<file path="src/rtl/cpu_trace_unit.sv">
// cpu_trace_unit
// Snoops the monocycle CPU's register-file write port and PC, storing every
// write event as {pc, wa3, wd3} in a circular trace buffer. Capture stops on a
// PC trigger (plus a post-trigger window of writes), on a cycle budget, or when
// run drops. Once done, the buffer is read out oldest-first, one entry per
// cycle, through a request/valid port. Nothing is driven back into the CPU.
//
// Ports:
//   clk        system clock, rising edge
//   start      synchronous active-low reset
//   run        capture enable (level)
//   pc         CPU program counter this cycle
//   we3/wa3/wd3 CPU register-file write port
//   trig_en    enables the PC trigger
//   trig_pc    PC value that fires the trigger
//   rd_req     readout request, one entry per cycle while high
//   rd_data    readout entry {pc, wa3, wd3}
//   rd_valid   rd_data holds a fresh entry this cycle
//   rd_empty   no unread entries left (meaningful once done)
//   count      stored entries, saturating at DEPTH
//   wrapped    at least one entry was overwritten
//   triggered  PC trigger matched
//   timeout    cycle budget exhausted
//   done       capture finished, readout allowed
module cpu_trace_unit #(
  parameter int PC_W       = 10,
  parameter int DATA_W     = 8,
  parameter int DEPTH      = 16,
  parameter int MAX_CYCLES = 64,
  parameter int POST_TRIG  = 4
) (
  input  logic                           clk,
  input  logic                           start,
  input  logic                           run,
  input  logic [PC_W-1:0]                pc,
  input  logic                           we3,
  input  logic [3:0]                     wa3,
  input  logic [DATA_W-1:0]              wd3,
  input  logic                           trig_en,
  input  logic [PC_W-1:0]                trig_pc,
  input  logic                           rd_req,
  output logic [PC_W+4+DATA_W-1:0]       rd_data,
  output logic                           rd_valid,
  output logic                           rd_empty,
  output logic [$clog2(DEPTH):0]         count,
  output logic                           wrapped,
  output logic                           triggered,
  output logic                           timeout,
  output logic                           done
);

  localparam int AW  = $clog2(DEPTH);
  localparam int CW  = AW + 1;
  localparam int EW  = PC_W + 4 + DATA_W;
  localparam int CYW = (MAX_CYCLES < 2) ? 1 : $clog2(MAX_CYCLES);
  localparam int PW  = (POST_TRIG < 1) ? 1 : $clog2(POST_TRIG + 1);
  localparam int PW1 = PW + 1;

  localparam logic [1:0] S_IDLE    = 2'd0;
  localparam logic [1:0] S_CAPTURE = 2'd1;
  localparam logic [1:0] S_POST    = 2'd2;
  localparam logic [1:0] S_DONE    = 2'd3;

  logic [1:0]     state, state_nxt;
  logic [AW-1:0]  wr_ptr, wr_ptr_nxt, rd_ptr;
  logic [CW-1:0]  count_nxt, unread;
  logic [CYW-1:0] cyc_cnt;
  logic [PW-1:0]  post_cnt;
  logic [EW-1:0]  mem [DEPTH];

  logic active, cap, last_cycle, trig_hit, post_last, full, enter_done;

  // active: a capture-phase cycle that is not being aborted.
  assign active     = ((state == S_CAPTURE) || (state == S_POST)) && run;
  assign cap        = active && we3;
  assign full       = (count == CW'(DEPTH));
  assign last_cycle = (cyc_cnt == CYW'(MAX_CYCLES - 1));
  // Trigger is only armed before it has fired, i.e. in CAPTURE.
  assign trig_hit   = (state == S_CAPTURE) && run && trig_en && (pc == trig_pc);
  assign post_last  = (state == S_POST) && cap &&
                      (({1'b0, post_cnt} + PW1'(1)) == PW1'(POST_TRIG));

  assign count_nxt  = (cap && !full) ? count + CW'(1) : count;
  assign wr_ptr_nxt = cap ? wr_ptr + AW'(1) : wr_ptr;
  assign enter_done = (state != S_DONE) && (state_nxt == S_DONE);
  assign rd_empty   = (unread == '0);

  // Next-state selection; abort (run low) takes precedence over everything.
  always_comb begin
    state_nxt = state;
    case (state)
      S_IDLE:    if (run) state_nxt = S_CAPTURE;
      S_CAPTURE: begin
        if (!run || last_cycle)
          state_nxt = S_DONE;
        else if (trig_hit)
          state_nxt = (POST_TRIG == 0) ? S_DONE : S_POST;
      end
      S_POST:    if (!run || last_cycle || post_last) state_nxt = S_DONE;
      default:   state_nxt = S_DONE;
    endcase
  end

  // Trace storage has no reset so it can map onto a plain RAM.
  always_ff @(posedge clk) begin
    if (start && cap)
      mem[wr_ptr] <= {pc, wa3, wd3};
  end

  // Control, flags and readout. On the transition into DONE the read pointer
  // is placed at the oldest entry: the write pointer if the buffer filled up,
  // otherwise slot zero.
  always_ff @(posedge clk) begin
    if (!start) begin
      state     <= S_IDLE;
      wr_ptr    <= '0;
      rd_ptr    <= '0;
      count     <= '0;
      unread    <= '0;
      cyc_cnt   <= '0;
      post_cnt  <= '0;
      rd_data   <= '0;
      rd_valid  <= 1'b0;
      wrapped   <= 1'b0;
      triggered <= 1'b0;
      timeout   <= 1'b0;
      done      <= 1'b0;
    end else begin
      state    <= state_nxt;
      wr_ptr   <= wr_ptr_nxt;
      count    <= count_nxt;
      done     <= (state_nxt == S_DONE);
      rd_valid <= 1'b0;

      if (cap && full)
        wrapped <= 1'b1;

      if (state == S_IDLE)
        cyc_cnt <= '0;
      else if (active)
        cyc_cnt <= cyc_cnt + CYW'(1);

      if (active && last_cycle)
        timeout <= 1'b1;

      if (trig_hit) begin
        triggered <= 1'b1;
        post_cnt  <= '0;
      end else if ((state == S_POST) && cap) begin
        post_cnt  <= post_cnt + PW'(1);
      end

      if (enter_done) begin
        rd_ptr <= (count_nxt == CW'(DEPTH)) ? wr_ptr_nxt : '0;
        unread <= count_nxt;
      end else if ((state == S_DONE) && rd_req && (unread != '0)) begin
        rd_valid <= 1'b1;
        rd_data  <= mem[rd_ptr];
        rd_ptr   <= rd_ptr + AW'(1);
        unread   <= unread - CW'(1);
      end
    end
  end

endmodule

</file>
<file path="config.mk">
export PLATFORM = sky130hd
export DESIGN_NAME = cpu_trace_unit
export DESIGN_NICKNAME = d
export VERILOG_FILES = /design/src/rtl/cpu_trace_unit.sv
export SDC_FILE = /design/constraint.sdc
export NUM_CORES = 1
export LEC_CHECK = 0
export CAP_MARGIN = 20
export CORE_AREA = 2 2 150 188
export CTS_BUF_LIST = sky130_fd_sc_hd__clkbuf_8
export DETAILED_ROUTE_END_ITERATION = 16
export DIE_AREA = 0 0 152 190
export PLACE_DENSITY = 0.9
export SLEW_MARGIN = 40
export SYNTH_ARGS = -nofsm -noshare
export SYNTH_HDL_FRONTEND = slang
export SYNTH_SLANG_ARGS = --single-unit
export TNS_END_PERCENT = 100
</file>
<file path="constraint.sdc">
create_clock -name clk -period 4.5 [get_ports clk]
set_input_delay 0.45 -clock clk [delete_from_list [all_inputs] [get_ports clk]]
set_output_delay 0.45 -clock clk [all_outputs]
set_load 0.02 [all_outputs]
</file>
==> results.py <==
metrics = {
    "final_layout": {
        "final_common_cell": "edfxtp_1",
        "finalNetCount": 1012,
        "drive_gt1_frac": 0.264,
        "fillers": 1560,
        "design_area_mm2": 0.0186,
        "utilization": 0.682,
        "most-common-layout-cells": "edfxtp_1, mux4_2, nand2_1, clkbuf_8, clkdlybuf4s50_1",
        "areaGrowthSynthToFinish_pct": 16.1,
    },
    "power_and_ir_drop": {
        "seq_power_share": 0.506,
        "powerDensity_mw_per_mm2": 452,
        "ir_worst_vdd_mv": 0.244,
        "pwr-share-comb": 0.146,
        "internal-power_mw": 6.41,
        "clockPowerShare": 0.348,
        "p_total_mw": 8.43,
        "switching_share": 0.239,
        "power.switching_mw": 2.02,
        "leakage_nw": 5.96,
    },
    "setup_path": {
        "r2r_start": "state[0]",
        "crit_chain": "inv_1 -> ha_1 -> or4b_2 -> inv_1 -> clkdlybuf4s50_1",
        "crit_type": "reg -> out",
        "cp.arrival_ns": 2.52,
        "setup.worst_path.start": "unread[0]",
        "crit_family": "buffers and inverters",
        "cp_max_fo": 3,
        "endpoint_kind": "output pin",
        "cp-start-kind": "flop",
        "slowest_stage": "or4b_2",
        "critPathMaxStageDelay_ns": 0.64,
        "worstPathRequired_ns": 4.05,
        "critPathMostFrequentCell": "inv_1",
        "crit_buf_inv": 3,
    },
    "global_routing": {
        "track_usage": 0.258,
        "antenna_found_initial": 1,
        "grt_pass1_wl_mm": 54.6,
        "grt-ovfl-total": 0,
        "grt_pass1_vias": 8829,
        "grt_max_degree": 57,
    },
    "min_path": {
        "hold_start": "rd_data[18]",
        "hp-class": "reg -> reg",
    },
    "drt": {
        "vias": 8480,
        "drtPass1Iterations": 5,
        "initialDrtViolationCount": 1106,
        "vias_per_cell": 6.24,
        "final_antenna_net_count": 0,
        "drc": 0,
        "wl_per_cell_um": 26.8,
        "routed_wl_mm": 36.4,
    },
    "synth": {
        "seq_area_frac_synth": 0.728,
        "synth_cells": 829,
        "postSynth.asyncResetShare": 0,
        "yosysTopAreaCell": "edfxtp_1",
        "syn_avg_cell_area_um2": 19.4,
        "ys_warn_count": 0,
        "synth_top_area_frac": 0.659,
        "synth_cell_types": 40,
        "ys_seq_elements": 408,
        "syn_nets": 884,
        "syn_area_mm2": 0.0160,
        "synth.area.top_cells": "edfxtp_1, mux4_2, dfxtp_1, nand2_1, ha_1",
        "synth_edf_count": 352,
        "ys.flop_type": "edfxtp_1",
    },
    "place": {
        "placed_cell_area_mm2": 0.0174,
        "globalplace.congestion": 0.768,
        "port_buffers": 70,
        "dp_hpwl_mm": 21.7,
    },
    "sta": {
        "timing.slew.headroom": 0.453,
        "finalCriticalPeriod_ns": 2.97,
        "tightest_slew_ns": 0.818,
        "maxSlewViolCount": 0,
        "setup-tns-final_ns": 0,
        "clock_skew_ns": 0.0309,
        "post-route-period-util": 0.661,
        "max_freq_mhz": 336,
        "rsz0062_at_grt": "false",
        "whs_ns": 0.466,
        "setup_viol": 0,
        "final_hold_viol_count": 0,
    },
    "cts": {
        "cts-resized-gates": 0,
        "tritoncts": "yes",
        "hold_buffers": 0,
        "cts_sinks": 408,
        "postCtsSetupBuffers": 0,
        "root_buffer": "clkbuf_8",
        "cts_made_buffers": 57,
        "clkTransAtPathRegs_ns": 0.06,
        "clockBufferDepth": 3,
        "cts_max_level": 2,
        "worstSkewPairLatency_ns": 0.62,
    },
    "die": {
        "initial_utilization": 0.588,
        "ios": 71,
        "fp-row-count": 68,
        "die_area_mm2": 0.0289,
        "die_x_um": 152,
        "core-area_mm2": 0.0273,
        "die_y_um": 190,
    },
    "flow_run": {
        "max-cap-violations": 0,
    },
    "status": {
        "status": "complete, no violations",
    },
}
==> final timing paths <==
path                      end  slack (ns)  depth (start not counted)
setup / recovery     rd_empty        1.53                          5
hold / removal    rd_data[18]        0.47                          2
setup reg to reg    mem[0][3]        1.62                          6
hold reg to reg   rd_data[18]        0.47                          2
==> synth_stat cells (all sizes together) (2+ instances only) <==
| master | n |
|---|---|
| o21a | 3 |
| nand2 | 69 |
| a31oi | 2 |
| clkbuf | 27 |
| edfxtp | 352 |
| and2 | 7 |
| nor4 | 7 |
| mux4 | 110 |
| a21boi | 22 |
| o31ai | 2 |
| o21ai | 3 |
| mux2i | 5 |
| nor3 | 11 |
| buf | 15 |
| xor2 | 9 |
| xnor2 | 21 |
| nand3 | 9 |
| a21oi | 7 |
| dfxtp | 56 |
| inv | 17 |
| nand2b | 4 |
| nor2b | 6 |
| nand4 | 9 |
| and2b | 2 |
| nor2 | 18 |
| mux2 | 5 |
| o2bb2a | 2 |
| and3 | 4 |
| ha | 17 |
==> flip-flops by register name, indices dropped and copies added (netlist names), 2 cells and up <==
signal    cells
mem         352
rd_data      22
cyc_cnt       6
count         5
unread        5
rd_ptr        4
wr_ptr        4
post_cnt      3
state         2
==> area by class of cell <==
type | count | area [um2] | area share
clock buffers | 69 | 950 | 0.0510
multi-input cells | 362 | 4200 | 0.225
repair buffers | 111 | 1030 | 0.0552
diodes | 2 | 5.00 | 0.000269
flip-flops and latches | 408 | 11700 | 0.628
clock inverters | 39 | 250 | 0.0134
well taps | 350 | 438 | 0.0235
inverters | 17 | 63.8 | 0.00342
==> cell families (layout without fill, tap and decap cells) <==
logic type,Yosys count,after routing,synth area share
compound gates,45,45,0.0201
xor+xnor,30,30,0.0164
fa+ha+maj,17,17,0.0133
buf+inv,59,236,0.0147
flops,408,408,0.728
mux,120,120,0.161
other cells,0,2,0
simple gates,150,150,0.0461
==> worst register-to-register path, cell delays in order (launching register included) <==
cell and delay, ns:
dfxtp_1 0.41, inv_1 0.11, ha_1 0.34, and3_1 0.61
nand2_1 0.32, nor4_2 0.35, buf_4 0.40
==> metrics by stage <==
| step | worst slack (ns) | cells |
|---|---|---|
| global placement | 1.36 | 1247 |
| detailed placement | 1.28 | 1247 |
| CTS | 1.50 | 1355 |
| floorplan | 0.432 | 829 |
| finish | 1.53 | 1358 |
| global route | 1.44 | 1357 |
==> metal layers <==
layer	vias to the layer above	share of wire	wire length, um	global-route usage
met5	-	0	0	0
met4	0	0.042	1520	0.121
met3	101	0.082	2970	0.0456
met2	499	0.53	19100	0.444
met1	4304	0.35	12800	0.321
li1	3576	-	-	-
==> power by group through the flow <==
stage	combinational, mW	clock (mW)	sequential [mW]
2_1_floorplan	0.988	0	4.27
3_3_place_gp	1.18	0	4.35
3_5_place_dp	1.22	0	4.35
4_1_cts	1.24	2.97	4.27
6_report	1.23	2.93	4.27
5_1_grt	1.31	3.12	4.28
(Power assumes the default switching activity.)
